[config.mk]
export PLATFORM = sky130hd
export DESIGN_NAME = ps2_kb_ctrl
export DESIGN_NICKNAME = d
export VERILOG_FILES = /design/src/rtl/kb_pkg.sv /design/src/rtl/ps2_frame_rx.sv /design/src/rtl/scan_to_ascii.sv /design/src/rtl/ps2_kb_ctrl.sv
export SDC_FILE = /design/constraint.sdc
export NUM_CORES = 1
export LEC_CHECK = 0
export BUFFER_PORTS_ARGS = -buffer_cell sky130_fd_sc_hd__buf_2
export CORE_MARGIN = 2
export CORE_UTILIZATION = 62
export CTS_CLUSTER_SIZE = 40
export DETAILED_ROUTE_END_ITERATION = 16
export HOLD_SLACK_MARGIN = 0.02
export PLACE_DENSITY_LB_ADDON = 0.12
export SETUP_SLACK_MARGIN = 0.05
export SYNTH_ARGS = -nofsm -noshare
export SYNTH_HDL_FRONTEND = slang
export SYNTH_SLANG_ARGS = --single-unit
export TNS_END_PERCENT = 30
[constraint.sdc]
create_clock -name clk -period 4.6 [get_ports clk]
set_input_delay 0.69 -clock clk [delete_from_list [all_inputs] [get_ports clk]]
set_output_delay 0.69 -clock clk [all_outputs]
set_load 0.01 [all_outputs]
[src/rtl/kb_pkg.sv]
// +----------------------------------------------------------------------------+
// | kb_pkg                                                                     |
// | Scan-code constants and decoder state encoding for the PS/2 keyboard path. |
// | Rev 1.0 - initial release                                                  |
// +----------------------------------------------------------------------------+
`default_nettype none

package kb_pkg;

    localparam logic [7:0] c_BREAK   = 8'hF0;
    localparam logic [7:0] c_EXT     = 8'hE0;
    localparam logic [7:0] c_L_SHIFT = 8'h12;
    localparam logic [7:0] c_R_SHIFT = 8'h59;

    localparam int         c_ST_W       = 2;
    localparam logic [1:0] c_ST_IDLE    = 2'd0;
    localparam logic [1:0] c_ST_BRK     = 2'd1;
    localparam logic [1:0] c_ST_EXT     = 2'd2;
    localparam logic [1:0] c_ST_EXT_BRK = 2'd3;

    function automatic logic is_shift_code(input logic [7:0] code);
        return (code == c_L_SHIFT) || (code == c_R_SHIFT);
    endfunction

endpackage

`default_nettype wire

[src/rtl/ps2_frame_rx.sv]
// +----------------------------------------------------------------------------+
// | ps2_frame_rx                                                               |
// | Synchronises and filters PS/2 clock/data and frames 11-bit packets.        |
// | Macro KB_PARITY_CHECK_EN adds odd-parity checking to frame_bad.            |
// | Rev 1.0 - initial release                                                  |
// +----------------------------------------------------------------------------+
`default_nettype none

module ps2_frame_rx #(
    parameter int TIMEOUT_CYCLES = 100000,
    parameter int FILTER_LEN     = 4
) (
    input  logic       clk,
    input  logic       rst_n,
    input  logic       ps2c,
    input  logic       ps2d,
    output logic [7:0] code,
    output logic       frame_done,
    output logic       frame_bad
);

    localparam int c_FW = $clog2(FILTER_LEN + 1);
    localparam int c_TW = $clog2(TIMEOUT_CYCLES + 1);
    localparam logic [c_FW-1:0] c_FLT_LAST = c_FW'(FILTER_LEN - 1);
    localparam logic [c_TW-1:0] c_TO_LAST  = c_TW'(TIMEOUT_CYCLES - 1);
    localparam logic [3:0]      c_LAST_BIT = 4'd10;

    logic            r_c_s1, r_c_s2, r_d_s1, r_d_s2;
    logic            r_c_flt;
    logic [c_FW-1:0] r_flt_cnt;
    logic [3:0]      r_bit_cnt;
    logic [9:0]      r_shift;
    logic [c_TW-1:0] r_to_cnt;
    logic [7:0]      r_code;
    logic            r_done, r_bad;

    logic w_flt_chg, w_edge, w_fall, w_last, w_timeout, w_bad;

    always_ff @(posedge clk or negedge rst_n) begin
        if (!rst_n) begin
            r_c_s1 <= 1'b1;
            r_c_s2 <= 1'b1;
            r_d_s1 <= 1'b1;
            r_d_s2 <= 1'b1;
        end else begin
            r_c_s1 <= ps2c;
            r_c_s2 <= r_c_s1;
            r_d_s1 <= ps2d;
            r_d_s2 <= r_d_s1;
        end
    end

    // A level change is accepted only after FILTER_LEN consecutive differing samples
    assign w_flt_chg = (r_c_s2 != r_c_flt);
    assign w_edge    = w_flt_chg && (r_flt_cnt == c_FLT_LAST);
    assign w_fall    = w_edge && r_c_flt;
    assign w_last    = (r_bit_cnt == c_LAST_BIT);
    assign w_timeout = (r_bit_cnt != 4'd0) && (r_to_cnt == c_TO_LAST);

    always_ff @(posedge clk or negedge rst_n) begin
        if (!rst_n) begin
            r_c_flt   <= 1'b1;
            r_flt_cnt <= '0;
        end else if (!w_flt_chg || w_edge) begin
            r_flt_cnt <= '0;
            if (w_edge) r_c_flt <= r_c_s2;
        end else begin
            r_flt_cnt <= r_flt_cnt + 1'b1;
        end
    end

    always_ff @(posedge clk or negedge rst_n) begin
        if (!rst_n) begin
            r_to_cnt <= '0;
        end else if (w_edge || (r_bit_cnt == 4'd0) || w_timeout) begin
            r_to_cnt <= '0;
        end else begin
            r_to_cnt <= r_to_cnt + 1'b1;
        end
    end

    always_comb begin
        w_bad = r_shift[0] | ~r_d_s2;
`ifdef KB_PARITY_CHECK_EN
        w_bad = w_bad | ~(^r_shift[9:1]);
`endif
    end

    always_ff @(posedge clk or negedge rst_n) begin
        if (!rst_n) begin
            r_bit_cnt <= 4'd0;
            r_shift   <= '0;
            r_code    <= 8'h00;
            r_done    <= 1'b0;
            r_bad     <= 1'b0;
        end else begin
            r_done <= 1'b0;
            r_bad  <= 1'b0;
            if (w_fall) begin
                if (w_last) begin
                    r_bit_cnt <= 4'd0;
                    r_code    <= r_shift[8:1];
                    r_done    <= 1'b1;
                    r_bad     <= w_bad;
                end else begin
                    r_bit_cnt <= r_bit_cnt + 4'd1;
                    r_shift   <= {r_d_s2, r_shift[9:1]};
                end
            end else if (w_timeout) begin
                r_bit_cnt <= 4'd0;
            end
        end
    end

    assign code       = r_code;
    assign frame_done = r_done;
    assign frame_bad  = r_bad;

endmodule

`default_nettype wire

[src/rtl/scan_to_ascii.sv]
// +----------------------------------------------------------------------------+
// | scan_to_ascii                                                              |
// | Set-2 make code to ASCII; letter_case selects upper-case letters.          |
// | Unmapped codes return 0x00.                                                |
// | Rev 1.0 - initial release                                                  |
// +----------------------------------------------------------------------------+
`default_nettype none

module scan_to_ascii (
    input  logic [7:0] scan_code,
    input  logic       letter_case,
    output logic [7:0] ascii_code
);

    logic [7:0] w_base;
    logic       w_is_letter;

    always_comb begin
        w_base      = 8'h00;
        w_is_letter = 1'b1;
        case (scan_code)
            8'h1C: w_base = 8'h61; 8'h32: w_base = 8'h62; 8'h21: w_base = 8'h63;
            8'h23: w_base = 8'h64; 8'h24: w_base = 8'h65; 8'h2B: w_base = 8'h66;
            8'h34: w_base = 8'h67; 8'h33: w_base = 8'h68; 8'h43: w_base = 8'h69;
            8'h3B: w_base = 8'h6A; 8'h42: w_base = 8'h6B; 8'h4B: w_base = 8'h6C;
            8'h3A: w_base = 8'h6D; 8'h31: w_base = 8'h6E; 8'h44: w_base = 8'h6F;
            8'h4D: w_base = 8'h70; 8'h15: w_base = 8'h71; 8'h2D: w_base = 8'h72;
            8'h1B: w_base = 8'h73; 8'h2C: w_base = 8'h74; 8'h3C: w_base = 8'h75;
            8'h2A: w_base = 8'h76; 8'h1D: w_base = 8'h77; 8'h22: w_base = 8'h78;
            8'h35: w_base = 8'h79; 8'h1A: w_base = 8'h7A;
            default: begin
                w_is_letter = 1'b0;
                case (scan_code)
                    8'h45: w_base = 8'h30; 8'h16: w_base = 8'h31; 8'h1E: w_base = 8'h32;
                    8'h26: w_base = 8'h33; 8'h25: w_base = 8'h34; 8'h2E: w_base = 8'h35;
                    8'h36: w_base = 8'h36; 8'h3D: w_base = 8'h37; 8'h3E: w_base = 8'h38;
                    8'h46: w_base = 8'h39;
                    8'h29: w_base = 8'h20;
                    8'h5A: w_base = 8'h0D;
                    8'h66: w_base = 8'h08;
                    default: w_base = 8'h00;
                endcase
            end
        endcase
    end

    // Upper case is the lower-case code minus 0x20; only letters are affected
    assign ascii_code = (w_is_letter && letter_case) ? (w_base - 8'h20) : w_base;

endmodule

`default_nettype wire

[src/rtl/ps2_kb_ctrl.sv]
// +----------------------------------------------------------------------------+
// | ps2_kb_ctrl                                                                |
// | PS/2 keyboard controller: framing, make/break/shift decode, ASCII FIFO.    |
// | Macro KB_PARITY_CHECK_EN enables parity checking in the frame receiver.    |
// | Rev 1.0 - initial release                                                  |
// +----------------------------------------------------------------------------+
`default_nettype none

module ps2_kb_ctrl
    import kb_pkg::*;
#(
    parameter int FIFO_DEPTH     = 8,
    parameter int TIMEOUT_CYCLES = 100000,
    parameter int FILTER_LEN     = 4
) (
    input  logic       clk,
    input  logic       rst_n,
    input  logic       ps2c,
    input  logic       ps2d,
    output logic [7:0] key,
    output logic       key_valid,
    input  logic       key_ready,
    output logic       shift_active,
    output logic       overflow,
    output logic       frame_err
);

    localparam int c_AW = $clog2(FIFO_DEPTH);

    logic [7:0]      w_rx_code;
    logic            w_rx_done, w_rx_bad;
    logic [7:0]      r_code;
    logic            r_dec_en, r_frame_err;
    logic [c_ST_W-1:0] r_state, w_state_nxt;
    logic            r_lshift, r_rshift, w_lshift_nxt, w_rshift_nxt;
    logic [7:0]      w_ascii;
    logic            w_emit;

    logic [7:0]      r_mem [FIFO_DEPTH];
    logic [c_AW:0]   r_wr_ptr, r_rd_ptr;
    logic            r_overflow;
    logic            w_empty, w_full, w_pop, w_push;

    ps2_frame_rx #(
        .TIMEOUT_CYCLES (TIMEOUT_CYCLES),
        .FILTER_LEN     (FILTER_LEN)
    ) u_frame_rx (
        .clk        (clk),
        .rst_n      (rst_n),
        .ps2c       (ps2c),
        .ps2d       (ps2d),
        .code       (w_rx_code),
        .frame_done (w_rx_done),
        .frame_bad  (w_rx_bad)
    );

    // One-cycle pipeline stage: the decoder acts on the cycle after frame_done
    always_ff @(posedge clk or negedge rst_n) begin
        if (!rst_n) begin
            r_code      <= 8'h00;
            r_dec_en    <= 1'b0;
            r_frame_err <= 1'b0;
        end else begin
            r_dec_en    <= w_rx_done && !w_rx_bad;
            r_frame_err <= w_rx_done && w_rx_bad;
            if (w_rx_done) r_code <= w_rx_code;
        end
    end

    scan_to_ascii u_scan_to_ascii (
        .scan_code   (r_code),
        .letter_case (shift_active),
        .ascii_code  (w_ascii)
    );

    always_ff @(posedge clk or negedge rst_n) begin
        if (!rst_n) begin
            r_state  <= c_ST_IDLE;
            r_lshift <= 1'b0;
            r_rshift <= 1'b0;
        end else begin
            r_state  <= w_state_nxt;
            r_lshift <= w_lshift_nxt;
            r_rshift <= w_rshift_nxt;
        end
    end

    always_comb begin
        w_state_nxt  = r_state;
        w_lshift_nxt = r_lshift;
        w_rshift_nxt = r_rshift;
        w_emit       = 1'b0;
        if (r_dec_en) begin
            case (r_state)
                c_ST_IDLE: begin
                    if (r_code == c_BREAK)        w_state_nxt  = c_ST_BRK;
                    else if (r_code == c_EXT)     w_state_nxt  = c_ST_EXT;
                    else if (r_code == c_L_SHIFT) w_lshift_nxt = 1'b1;
                    else if (r_code == c_R_SHIFT) w_rshift_nxt = 1'b1;
                    else                          w_emit       = (w_ascii != 8'h00);
                end
                c_ST_BRK: begin
                    if (r_code == c_L_SHIFT) w_lshift_nxt = 1'b0;
                    if (r_code == c_R_SHIFT) w_rshift_nxt = 1'b0;
                    w_state_nxt = c_ST_IDLE;
                end
                c_ST_EXT: begin
                    w_state_nxt = (r_code == c_BREAK) ? c_ST_EXT_BRK : c_ST_IDLE;
                end
                default: begin
                    w_state_nxt = c_ST_IDLE;
                end
            endcase
        end
    end

    assign shift_active = r_lshift | r_rshift;

    assign w_empty = (r_wr_ptr == r_rd_ptr);
    assign w_full  = (r_wr_ptr[c_AW] != r_rd_ptr[c_AW]) &&
                     (r_wr_ptr[c_AW-1:0] == r_rd_ptr[c_AW-1:0]);
    assign w_pop   = !w_empty && key_ready;
    // When full, a simultaneous pop frees the head slot that the push then reuses
    assign w_push  = w_emit && (!w_full || w_pop);

    always_ff @(posedge clk) begin
        if (w_push) r_mem[r_wr_ptr[c_AW-1:0]] <= w_ascii;
    end

    always_ff @(posedge clk or negedge rst_n) begin
        if (!rst_n) begin
            r_wr_ptr   <= '0;
            r_rd_ptr   <= '0;
            r_overflow <= 1'b0;
        end else begin
            r_overflow <= w_emit && !w_push;
            if (w_push) r_wr_ptr <= r_wr_ptr + 1'b1;
            if (w_pop)  r_rd_ptr <= r_rd_ptr + 1'b1;
        end
    end

    assign key_valid = !w_empty;
    assign key       = w_empty ? 8'h00 : r_mem[r_rd_ptr[c_AW-1:0]];
    assign overflow  = r_overflow;
    assign frame_err = r_frame_err;

endmodule

`default_nettype wire

* After elaboration in Yosys (flattened, before gate mapping)
Memories as Yosys holds them, arrays and structs flattened.
Index checks and enable logic that the tools add are counted.
W data, S select, Z words.
** Word-level totals
- Output and inout bits :: 12
- Bits of input ports :: 5
- ROM bits :: 0
- Logic and storage cells :: 161
- RAM bits :: 64
- Memories kept :: 1
- Bits in latches :: 0
- Bits in registers :: 72
** Cells by class
- Eq/ne operators :: 60
- Reductions and logical operators :: 32
- Magnitude comparators :: 0
- Div/mod/pow operators :: 0
- Add/subtract/negate cells :: 6
- Multiply operators :: 0
- Shifts and indexed selects :: 0
- Bitwise operators :: 4
- Multiplexer cells :: 37
** Memories
- r_mem :: words 8, width 8, read ports 1, clocked after memory_dff 0, write ports 1, line ps2_kb_ctrl.sv:39 : logic [7:0] r_mem [FIFO_DEPTH];
** Operators by type and width (count)
- $pmux W8 S26 :: 1
- $eq A8 B6 Y1 const B :: 23
- $eq A8 B7 Y1 const B :: 10
- $pmux W6 S13 :: 1
- $eq A8 B5 Y1 const B :: 8
- $reduce_or A26 Y1 :: 1
- $mux W1 :: 22
- $add A17 B1 Y17 const B :: 1
- $eq A17 B17 Y1 const B :: 1
- $mux W17 :: 1
- $eq A8 B8 Y1 const B :: 2
- $mux W8 :: 2
- $ne A2 B2 Y1 const B :: 7
- $add A4 B1 Y4 const B :: 3
- $mux W4 :: 3
- $logic_and A1 B1 Y1 :: 10
- $reduce_and A2 Y1 :: 4
- $reduce_bool A8 Y1 :: 1
- $sub A8 B6 Y8 const B :: 1
- $reduce_and A7 Y1 :: 1
- $mux W2 :: 3
- $reduce_and A6 Y1 :: 1
- $logic_not A1 Y1 :: 5
- $eq A4 B4 Y1 :: 1
- other kinds (18) :: 26

* Logic depth before layout (Yosys ltp)
Gate-level depths: netlist of the first run.
- Word-level depth :: 15
- Depth in mapped cells :: 14
- Depth with buffers taken out :: 11

* Hierarchy
A second synthesis of the first run with hierarchy kept.
** Unflattened totals
- Cell total of the unflattened synthesis :: 520
- Area total of the unflattened synthesis :: 6716.4 µm²
** By module, submodules not included
- ps2_kb_ctrl :: seq. area each 2497.4 µm², times used 1, area an instance 3597.2 µm², cells each 202
- ps2_frame_rx :: seq. area each 1232.4 µm², times used 1, area an instance 2115.8 µm², cells each 170
- scan_to_ascii :: seq. area each 0.0 µm², times used 1, area an instance 1003.5 µm², cells each 148

* Worst setup path after synthesis of the first run
Ideal clock, no wire load.
- Path kind :: reg-to-reg
- Start :: reg r_code[0]
- End :: mem r_mem[0][0], enable pin
- Clock period less this slack :: 3.984 ns
- Slack :: 0.616 ns
- Required time :: 4.205 ns
- Data arrival time :: 3.590 ns
- Cell stages (with the launch flop) :: 14
- Library setup time :: 0.395 ns
- Cells stage by stage :: dfrtp_1 > buf_2 > nand4b_1 > a21oi_1 > or3_1 > nor4_2 > inv_1 > and2_1 > ha_1 > inv_1 > a311oi_1 > a41o_1 > buf_6 > nor4_1
** Between the ends
- Cells in the longest elaborated chain, start to end :: 15
- Elaborated cells between the ends (all ways) :: 60
** RTL lines
- start: declaration :: line ps2_kb_ctrl.sv:32 : logic [7:0] r_code;
- start signal: assignment :: line ps2_kb_ctrl.sv:66 : if (w_rx_done) r_code <= w_rx_code;
- $eq A8 B7 Y1 (tied with other cells) :: line scan_to_ascii.sv:33 : case (scan_code)
- $pmux W6 S13 / $reduce_or A26 Y1 (equally long branches)
- $pmux W8 S26 / $mux W1 (equally long branches) :: line scan_to_ascii.sv:21 : case (scan_code)
- $sub A8 B6 Y8 / $logic_and A1 B1 Y1 (equally long branches) :: line scan_to_ascii.sv:48 : assign ascii_code = (w_is_letter && letter_case) ? (w_base - 8'h20) : w_base;
- $mux W8 (*) :: line scan_to_ascii.sv:48
- named net u_scan_to_ascii.ascii_code[6] :: line scan_to_ascii.sv:12 : output logic [7:0] ascii_code
- $reduce_bool A8 Y1 (*) :: line ps2_kb_ctrl.sv:100 : else w_emit = (w_ascii != 8'h00);
- $mux W1 (*) :: line ps2_kb_ctrl.sv:99 : else if (r_code == c_R_SHIFT) w_rshift_nxt = 1'b1;
- $mux W1 (*) :: line ps2_kb_ctrl.sv:98 : else if (r_code == c_L_SHIFT) w_lshift_nxt = 1'b1;
- $mux W1 (*) :: line ps2_kb_ctrl.sv:97 : else if (r_code == c_EXT) w_state_nxt = c_ST_EXT;
- $mux W1 (*) :: line ps2_kb_ctrl.sv:96 : if (r_code == c_BREAK) w_state_nxt = c_ST_BRK;
- $mux W1 (*) :: line ps2_kb_ctrl.sv:94 : case (r_state)
- $mux W1 (*) :: line ps2_kb_ctrl.sv:93 : if (r_dec_en) begin
- $logic_and A1 B1 Y1 (*) :: line ps2_kb_ctrl.sv:124 : assign w_push = w_emit && (!w_full || w_pop);
- $mux W1 (*) :: line ps2_kb_ctrl.sv:127 : if (w_push) r_mem[r_wr_ptr[c_AW-1:0]] <= w_ascii;
- $mux W1 (not written as such) (*) :: line ps2_kb_ctrl.sv:127
- end: declaration :: line ps2_kb_ctrl.sv:39
Mark *: on every way through the listed nets, which the timed path passes. The rest lies on a longest branch.

* Final worst setup path of the first run
- Start :: reg r_code[2]
- End :: mem r_mem[7][5], enable pin
Same word-level chain as after synthesis.

==> results.ini, run 1 <==
[global_routing]
use_met3_pct = 4.559
overflow = 0
grt_use_met2_pct = 45.68
grt-busiest-layer = met2
gr-usage-met1_pct = 31.75
antenna_found_initial = 0
grt_max_degree = 42
grt_pass1_vias = 4200
grt_util_all_layers_pct = 26.11
grt_first_pass_wirelength_mm = 22.08

[power_and_ir_drop]
p_sw_w = 0.0008350
seqPwrFrac_pct = 45.6
p_comb_share_pct = 10.6
swShare_pct = 26.68
ir_drop_uv = 318.4
power.density_mw_per_mm2 = 424.9
p_clk_share_pct = 43.8
intPower_w = 0.002295
leakagePower_nw = 3.089

[routing]
firstDrtPassIters = 5
vias_per_cell = 6.208
route.detailed.drc = 0
wl_per_cell_um = 19.84
wirelength_mm = 13.45
antenna_left = 0
drtIter0Drc = 454
vias = 4209

[floorplanning]
die_area_mm2 = 0.01136
rows = 37
io_pins = 17
core_area_mm2 = 0.01028
start_util_pct = 63.49
dieWidth_um = 106.6
die_h_um = 106.6

[placed_design]
port-buffer-count = 16
dpl_worst_slack_ns = 0.2361
placed_cell_area_mm2 = 0.006730
place_congestion = 0.9372
hpwlAfterDp_mm = 9.141

[synth]
ys_ff_latch = 136
netlist-cell-type-count = 74
async_flop_share_pct = 52.94
syn_nets = 523
yosysMostFrequentCell = dfrtp_1
synth_ff_type = dfrtp_1
syn_area_per_cell_um2 = 12.82
synth_area_leaders = edfxtp_1 29%, dfrtp_1 26%, mux4_2 5.5%
syn_area_mm2 = 0.006525
yosys_warnings = 0
yosysTopAreaCellShare_pct = 29.45
synth-edff-count = 64
syn-instance-count = 509
ys_seq_area_share_pct = 57.16
synth.largest_area_cell = edfxtp_1
netlist_top_cells_count = 67 x dfrtp_1, 64 x edfxtp_1, 43 x nor2_1

[job]
drv_cap = 0

[timing]
rsz0062_at_grt = no
worst_slack_ns = 0.4375
tns_ns = 0
slew_headroom_pct = 19.76
period_share_pct = 90.49
finalHoldViolations = 0
post-route-min-period_ns = 4.163
setup_violations = 0
fmax_ghz = 0.2402
maxSlewViolCount = 0
finClkSkew_ns = 0.006646
tightest_slew_ns = 1.188

[finish]
drive_gt1_share_pct = 23.25
final_area_mm2 = 0.007366
area_delta_synth_final_pct = 12.89
n_antenna_cell = 0
nets = 543

[cts]
cts.path.max_buffers = 2
clk_pin_slew_worst_paths_ns = 0.07
root_buffer = clkbuf_8
cts_tree = yes
cts_hold_buf = 0
numCtsBuffers = 17
cts.sinks = 136
post_cts_buffers = 0
clock_latency_ns = 0.52
htreeDepth = 4

[critical_path]
critical_path.max_stage_delay_ns = 0.92
path_max_fanout = 19
crit_top_cell = inv_1
r2r-end = r_mem[7][5]
crit_chain = nand2b_1, nor3_1, or3_1, nor4_2, inv_1, and2_1, ha_1, inv_1, a311oi_1, buf_4, a41oi_1
end_kind = flop
path_class = reg2reg
slowest_stage = a41oi_1
start_kind = flop
reg2reg_depth = 11
worst-endpoint-required_ns = 4.74
worst-path-buf-inv = 3
crit_family = simple AND/OR/NAND/NOR gates
r2r_slack_ns = 0.44
worst_r2r_startpoint = r_code[2]
arrival_ns = 4.30

[hold_path]
min_path_type = in2async

[outcome]
outcome = complete, no violations

-- worst reg2reg max path, delay by kind of cell (launching register included) --
kind	cells	cell delay (ns)
compound gates	2	0.99
fa+ha+maj	1	0.27
simple gates	5	1.42
buf+inv	3	0.40
flops	1	0.69
-- cell type report --
type                    count  area [um^2]
clock inverters            14        175.2
inverters                  13        48.80
repair buffers             32        200.2
clock buffers              18        427.9
fillers                   703         2912
well taps                 136        170.2
flip-flops and latches    136         3730
multi-input cells         329         2614
-- metal layers --
layer  vias to the layer above  share of wire, %
met3                        32               3.5
met4                         0               3.0
met2                       127                53
li1                       1948                 -
met1                      2102                40
met5                         -                 0
-- layout by cell type, fill, tap and decap left out, drive strengths merged, types with 16 or more instances in the layout --
| cell type | synthesis | layout |
|---|---|---|
| clkbuf | 7 | 18 |
| dfrtp | 67 | 67 |
| inv | 13 | 22 |
| buf | 24 | 32 |
| nor2 | 43 | 43 |
| mux2 | 27 | 27 |
| mux4 | 16 | 16 |
| nand3 | 17 | 17 |
| edfxtp | 64 | 64 |
| nand2 | 23 | 23 |
-- metrics by stage --
stage / total power [W] / hold WS (ns) / util (%) / instances
floorplan: 0.001691 / 0.3452 / - / 509
global placement: 0.001769 / 0.3505 / 65.49 / 646
detailed placement: 0.001784 / 0.3478 / 65.49 / 646
CTS: 0.003153 / 0.2089 / 71.35 / 678
global route: 0.003253 / 0.2340 / 71.67 / 678
finish: 0.003130 / 0.2088 / 71.67 / 678
-- power by group through the flow --
stage | combinational, W | sequential [W] | clock (W)
finish | 0.000333 | 0.00143 | 0.00137
global route | 0.000374 | 0.00144 | 0.00144
CTS | 0.000342 | 0.00143 | 0.00138
detailed placement | 0.000335 | 0.00145 | 0
global placement | 0.000325 | 0.00144 | 0
floorplan | 0.000310 | 0.00138 | 0
-- flip-flops by register name (all words and copies together), names as in the netlist, 2 cells and up --
register and flops:
r_mem 64, u_frame_rx.r_to_cnt 17, u_frame_rx.r_shift 10, r_code 8
u_frame_rx.code 8, r_rd_ptr 4, r_wr_ptr 4, u_frame_rx.r_bit_cnt 4
u_frame_rx.r_flt_cnt 3, r_state 2
-- cells by family after synthesis --
kind of cell	Yosys count	share of synthesized area [%]
flops	136	57.16
compound gates	72	8.092
xor+xnor	25	3.356
fa+ha+maj	9	1.726
simple gates	171	14.77
buf+inv	44	3.279
mux	52	11.62
-- worst max path at each step --
| stage | from | to | slack, ns | depth (start not counted) |
|---|---|---|---|---|
| final | r_code[2] | r_mem[7][5] | 0.44 | 11 |
| after global routing | r_code[2] | r_wr_ptr[3] | 0.07 | 12 |
| after CTS | r_code[2] | r_mem[3][1] | 0.18 | 11 |
| after detailed placement | r_code[2] | r_mem[1][2] | 0.24 | 11 |
| after global placement | r_code[2] | r_mem[1][0] | 0.42 | 11 |
| after floorplan | r_code[0] | r_mem[0][0] | 0.62 | 13 |
-- what timing repair did --
item,in CTS,in global routing
setup endpoints to repair,0,40
resized for setup,0,5
hold endpoints to repair,0,0
Note: power is estimated with default switching activity, not from simulation.
==> inputs of run 2 (changes only) <==
ABC_AREA = 1   (was default)
HOLD_SLACK_MARGIN = 0.05   (was 0.02)
==> run 2 against run 1 <==
  * Combinational power increased by 130%
  * Maximum frequency is 11% higher
  * Synthesized cell count up 43%
  * Core utilization decreased by 0.45 points
  * Synthesized area rose by 0.29%
  * Global-route usage grew 0.35 points
==> results.ini, run 2 <==
[critical_path]
worst_r2r_startpoint = r_code[7]
slowest_stage = nor2_1
path_max_fanout = 13  ; -6
start_kind = flop
worst-path-buf-inv = 3  ; unchanged
worst-endpoint-required_ns = 4.75  ; about the same
setup.worst_path.start = r_code[7]
crit_chain = inv_2, nand2_4, nor2_2, nand2_1, inv_1, nor2_1, nand3b_1, nor2_4, a21boi_0, ha_1, inv_1, or2_2, nor2_4, nand2_4, nand3_4, nor2_1
critical_path.max_stage_delay_ns = 0.67  ; -0.25 ns
arrival_ns = 3.91  ; -0.39 ns
end_kind = flop
path_class = reg2reg
crit_family = simple AND/OR/NAND/NOR gates

[finish]
nets = 756  ; +39%
mostFrequentLayoutCells = 141 x nor2_1, 139 x nand2_1, 76 x o21ai_0, 67 x dfrtp_1, 64 x edfxtp_1
largest_reg_flops = 64  ; unchanged
area_delta_synth_final_pct = 11.85
fin_cells = 891  ; +31%
final_common_cell = nor2_1
n_antenna_cell = 0  ; unchanged
drive_gt1_share_pct = 12.05  ; -11 points

[routing]
wirelength_mm = 13.94  ; +3.6%
vias_per_cell = 5.588  ; -10%
firstDrtPassIters = 5  ; unchanged
antenna_left = 0  ; unchanged
vias = 4979  ; +18%
wl_per_cell_um = 15.64  ; -21%
drtIter0Drc = 435  ; -4.2%
route.detailed.drc = 0  ; unchanged

[synth]
async_flop_share_pct = 52.94  ; unchanged
yosysTopAreaCellShare_pct = 29.37  ; -0.084 points
synth.largest_area_cell = edfxtp_1
netlist_top_cells_count = 141 x nor2_1, 139 x nand2_1, 76 x o21ai_0
ys_ff_latch = 136  ; unchanged
synth-edff-count = 64  ; unchanged
syn_area_mm2 = 0.006544  ; +0.29%
synth_area_leaders = edfxtp_1 29%, dfrtp_1 26%, nor2_1 8.1%
syn_nets = 741  ; +42%
ys_seq_area_share_pct = 57.00  ; -0.16 points
netlist-cell-type-count = 40  ; -46%
syn-instance-count = 727  ; +43%
yosysMostFrequentCell = nor2_1
syn_area_per_cell_um2 = 9.001  ; -30%
synth_ff_type = dfrtp_1
yosys_warnings = 0  ; unchanged

[hold_path]
min_path_type = in2reg
min_from = ps2c

[cts]
cts_tree = yes
clk_pin_slew_worst_paths_ns = 0.06  ; about the same
root_buffer = clkbuf_8
htreeDepth = 4  ; unchanged
post_cts_buffers = 0  ; unchanged
cts_hold_buf = 0  ; unchanged
cts.path.max_buffers = 2  ; unchanged
clock_latency_ns = 0.52  ; about the same
cts_resized = 0  ; unchanged
numCtsBuffers = 17  ; unchanged
cts.sinks = 136  ; unchanged

[global_routing]
grt_pass1_vias = 4747  ; +13%
grt_util_all_layers_pct = 26.46  ; +0.35 points
grt_first_pass_wirelength_mm = 22.96  ; +4.0%
antenna_found_initial = 0  ; unchanged
grt_max_degree = 49  ; +17%
overflow = 0  ; unchanged

[placed_design]
place_congestion = 0.9181  ; -2.0%
port-buffer-count = 16  ; unchanged
hpwlAfterDp_mm = 9.120  ; -0.23%
placed_cells_incl_taps = 859  ; +33%

[timing]
slew_headroom_pct = 32.41  ; +13 points
setup_violations = 0  ; unchanged
tns_ns = 0  ; unchanged
post-route-min-period_ns = 3.765  ; -0.3975 ns
finalHoldViolations = 0  ; unchanged
rsz0062_at_grt = no
fmax_ghz = 0.2656  ; +11%
period_share_pct = 81.85  ; -8.6 points
tightest_slew_ns = 1.014  ; -0.1741 ns
maxSlewViolCount = 0  ; unchanged
finClkSkew_ns = 0.006412  ; -0.0002344 ns

[floorplanning]
core_area_mm2 = 0.01028  ; unchanged
die_h_um = 106.7  ; +0.14%
die_area_mm2 = 0.01139  ; +0.28%
rows = 37  ; unchanged
start_util_pct = 63.67  ; +0.18 points
dieWidth_um = 106.7  ; +0.14%
io_pins = 17  ; unchanged

[power_and_ir_drop]
seqPwrFrac_pct = 38.7  ; -6.9 points
power.density_mw_per_mm2 = 489.6  ; +15%
p_comb_share_pct = 21.3  ; +11 points
intPower_w = 0.002515  ; +9.6%
p_sw_w = 0.001069  ; +28%
swShare_pct = 29.83  ; +3.1 points
leakagePower_nw = 3.324  ; +7.6%
ir_drop_uv = 316.3  ; -0.65%
p_clk_share_pct = 40.0  ; -3.8 points

[job]
drv_cap = 0  ; unchanged

[outcome]
outcome = complete, no violations

run 2: power by group through the flow:
stage                     combinational (W)  sequential (W)  clock (W)
after floorplan                    0.000547         0.00137          0
after global placement             0.000727         0.00141          0
after detailed placement           0.000747         0.00141          0
after CTS                          0.000762         0.00139    0.00145
after global routing               0.000853         0.00139    0.00151
final                              0.000764         0.00139    0.00143
run 2: final cells by class:
| class | instances | area [um^2] |
|---|---|---|
| sequential | 136 | 3730 |
| fill | 761 | 2958 |
| inverter | 67 | 251.5 |
| timing repair buffer | 18 | 95.09 |
| tap | 136 | 170.2 |
| clock buffer | 20 | 425.4 |
| clock inverter | 12 | 197.7 |
| multi-input combinational | 502 | 2450 |
run 2: cells by family (layout without fill, tap and decap cells):
logic type               Yosys count  after routing  share of synthesized area [%]
AO/OA/AOI/OAI                    118            118                          9.924
XOR/XNOR                          12             12                          1.606
adder cells (fa/ha/maj)            9              9                          1.721
buffers and inverters             89            117                          5.564
flip-flops                       136            136                          57.00
AND/OR/NAND/NOR                  363            363                          24.19
run 2: path summary, 6_finish.rpt:
kind / endpoint / cells after the start / slack, ns
max: r_mem[4][7] / 16 / 0.83
min: u_frame_rx.r_c_s1 / 1 / 0.26
max reg2reg: r_mem[4][7] / 16 / 0.83
min reg2reg: u_frame_rx.r_c_s2 / 0 / 0.36
max in group asynchronous: u_frame_rx.r_to_cnt[7] / 2 / 3.36
min in group asynchronous: u_frame_rx.r_shift[3] / 1 / 0.35
run 2: metal layers:
layer  global-route usage [%]  vias to the layer above  wire, um
met3                    6.748                       46       887
met4                    11.32                        0       410
met2                    42.04                      185      6751
met5                        0                        -         0
met1                    34.82                     2309      5889
li1                         -                     2439         -
run 2: metrics by stage:
stage	hold WS (ns)	util [%]	power [W]	setup WS [ns]	area, um^2
floorplan	0.3452	-	0.001920	1.638	6544
global placement	0.3500	65.16	0.002133	1.087	6696
detailed placement	0.3495	65.16	0.002155	0.9795	6696
CTS	0.2379	71.22	0.003602	0.8623	7320
global route	0.2308	71.22	0.003761	0.5599	7320
finish	0.2608	71.22	0.003583	0.8350	7320
==> inputs of run 3 (changes only) <==
clock period = 3.7 ns   (was 4.6 ns; I/O delays follow)
==> run 3 against run 2 <==
  * Maximum frequency increased by 15%
  * Clock skew increased by 0.00070 ns
  * Combinational power increased by 21%
  * Via count increased by 0.20%
  * Sequential cell count unchanged
  * Worst setup slack got worse by 0.41 ns
  * Die area unchanged
  * Global-route usage decreased by 1.1 points
  * Non-clock buffer count increased by 9
  * Register-to-register slack got worse by 0.41 ns
==> results.ini, run 3 (synthesized netlist as in run 2, its figures left out) <==
[outcome]
outcome = complete, no violations

[placed_design]
port-buffer-count = 16  ; unchanged
place_congestion = 0.9046  ; -1.5%
hpwlAfterDp_mm = 9.393  ; +3.0%
placed_cells_incl_taps = 868  ; +1.0%

[finish]
largest_reg_flops = 64  ; unchanged
nets = 765  ; +1.2%
fill_cells = 799  ; +5.0%
area_delta_synth_final_pct = 11.85  ; unchanged
drive_gt1_share_pct = 13.35  ; +1.3 points
mostFrequentLayoutCells = 141 x nor2_1, 139 x nand2_1, 76 x o21ai_0, 67 x dfrtp_1, 64 x edfxtp_1
fin_cells = 900  ; +1.0%
postLayoutCoreUtil_pct = 71.22  ; unchanged
n_antenna_cell = 0  ; unchanged
final_common_cell = nor2_1

[routing]
antenna_left = 0  ; unchanged
dr_wl_met2_mm = 6.172  ; -8.6%
wirelength_mm = 13.31  ; -4.5%
wl_met1_mm = 6.101  ; +3.6%
vias = 4989  ; +0.20%
drtIter0Drc = 573  ; +32%
vias_per_cell = 5.543  ; -0.80%
route.detailed.drc = 0  ; unchanged
top_layer_used = met4
wl_per_cell_um = 14.79  ; -5.5%
firstDrtPassIters = 6  ; +1
dr_wl_met3_um = 777  ; -12%

[timing]
period_share_pct = 88.58  ; +6.7 points
tns_ns = 0  ; unchanged
finClkSkew_ns = 0.007110  ; +0.0006976 ns
tightest_slew_ns = 0.9058  ; -0.1081 ns
fmax_ghz = 0.3051  ; +15%
post-route-min-period_ns = 3.277  ; -0.4876 ns
setup_violations = 0  ; unchanged
slew_headroom_pct = 39.55  ; +7.1 points
rsz0062_at_grt = no
finalHoldViolations = 0  ; unchanged
maxSlewViolCount = 0  ; unchanged

[cts]
numCtsBuffers = 17  ; unchanged
cts.path.max_buffers = 2  ; unchanged
clock_latency_ns = 0.52  ; about the same
cts_hold_buf = 0  ; unchanged
cts.sinks = 136  ; unchanged
cts_resized = 0  ; unchanged
clk_pin_slew_worst_paths_ns = 0.06  ; about the same
cts_tree = yes
root_buffer = clkbuf_8
post_cts_buffers = 0  ; unchanged
htreeDepth = 4  ; unchanged

[floorplanning]
start_util_pct = 63.67  ; unchanged
core_area_mm2 = 0.01028  ; unchanged
rows = 37  ; unchanged
die_h_um = 106.7  ; unchanged
dieWidth_um = 106.7  ; unchanged
io_pins = 17  ; unchanged
die_area_mm2 = 0.01139  ; unchanged

[critical_path]
path_max_fanout = 12  ; -1
worst-path-buf-inv = 3  ; unchanged
end_kind = flop
slowest_stage = dfrtp_1
setup.worst_path.start = r_code[6]
arrival_ns = 3.51  ; -0.40 ns
crit_family = simple AND/OR/NAND/NOR gates
path_class = reg2reg
crit_chain = inv_2, nand2_4, nor2_2, nand2_1, nand2_2, nor2_2, nand2_1, nor2_4, nand3_2, a21oi_1, ha_1, inv_1, or2_2, nor2_4, nand2_4, nand3_4, nor2_1, buf_4
worst_r2r_startpoint = r_code[6]
worst-endpoint-required_ns = 3.93  ; -0.82 ns
start_kind = flop
critical_path.max_stage_delay_ns = 0.42  ; -0.25 ns

[power_and_ir_drop]
ir_drop_uv = 401.5  ; +27%
power.density_mw_per_mm2 = 576.9  ; +18%
leakagePower_nw = 3.339  ; +0.45%

[global_routing]
grt_first_pass_wirelength_mm = 22.38  ; -2.5%
grt_max_degree = 40  ; -18%
overflow = 0  ; unchanged
antenna_found_initial = 0  ; unchanged
grt_util_all_layers_pct = 25.37  ; -1.1 points
grt_pass1_vias = 4741  ; -0.13%

[hold_path]
min_path_type = in2async

[job]
drv_cap = 0  ; unchanged

run 3: path summary, 6_finish.rpt:
check                                         to  slack [ns]  cells past startpoint
min reg2reg                    u_frame_rx.r_c_s2        0.36                      0
max                                  r_mem[0][5]        0.42                     18
max reg2reg                          r_mem[0][5]        0.42                     18
min                        u_frame_rx.r_shift[3]        0.12                      1
min in group clk               u_frame_rx.r_c_s1        0.13                      1
max in group asynchronous      u_frame_rx.r_c_s1        2.80                      2
run 3: layout make-up:
class	count	area [um^2]	area share (%)
repair buffers	27	162.7	2.222
clock buffers	19	421.7	5.761
clock inverters	13	133.9	1.829
well taps	136	170.2	2.325
multi-input cells	502	2450	33.47
flip-flops and latches	136	3730	50.96
inverters	67	251.5	3.436
run 3: report_power, final:
group | internal, W | leakage, nW | total (W) | switching (W)
clock | 0.000953 | 0.269 | 0.00157 | 0.000614
sequential | 0.00165 | 1.72 | 0.00173 | 0.0000826
combinational | 0.000318 | 1.35 | 0.000926 | 0.000607
run 3: metrics by stage:
| stage | power (W) | hold slack [ns] | setup WS [ns] | cell area (um^2) |
|---|---|---|---|---|
| 2_1_floorplan | 0.002388 | 0.2594 | 0.7377 | 6544 |
| 3_3_place_gp | 0.002650 | 0.3481 | 0.5659 | 6764 |
| 3_5_place_dp | 0.002682 | 0.3498 | 0.4527 | 6764 |
| 4_1_cts | 0.004254 | 0.1179 | 0.4331 | 7320 |
| 5_1_grt | 0.004450 | 0.1154 | 0.1335 | 7320 |
| 6_report | 0.004222 | 0.1244 | 0.4225 | 7320 |
run 3: layer usage:
layer | vias up | track usage [%]
met5 | - | 0
met4 | 0 | 8.163
met3 | 25 | 5.410
met2 | 159 | 40.49
met1 | 2347 | 35.14
li1 | 2458 | -
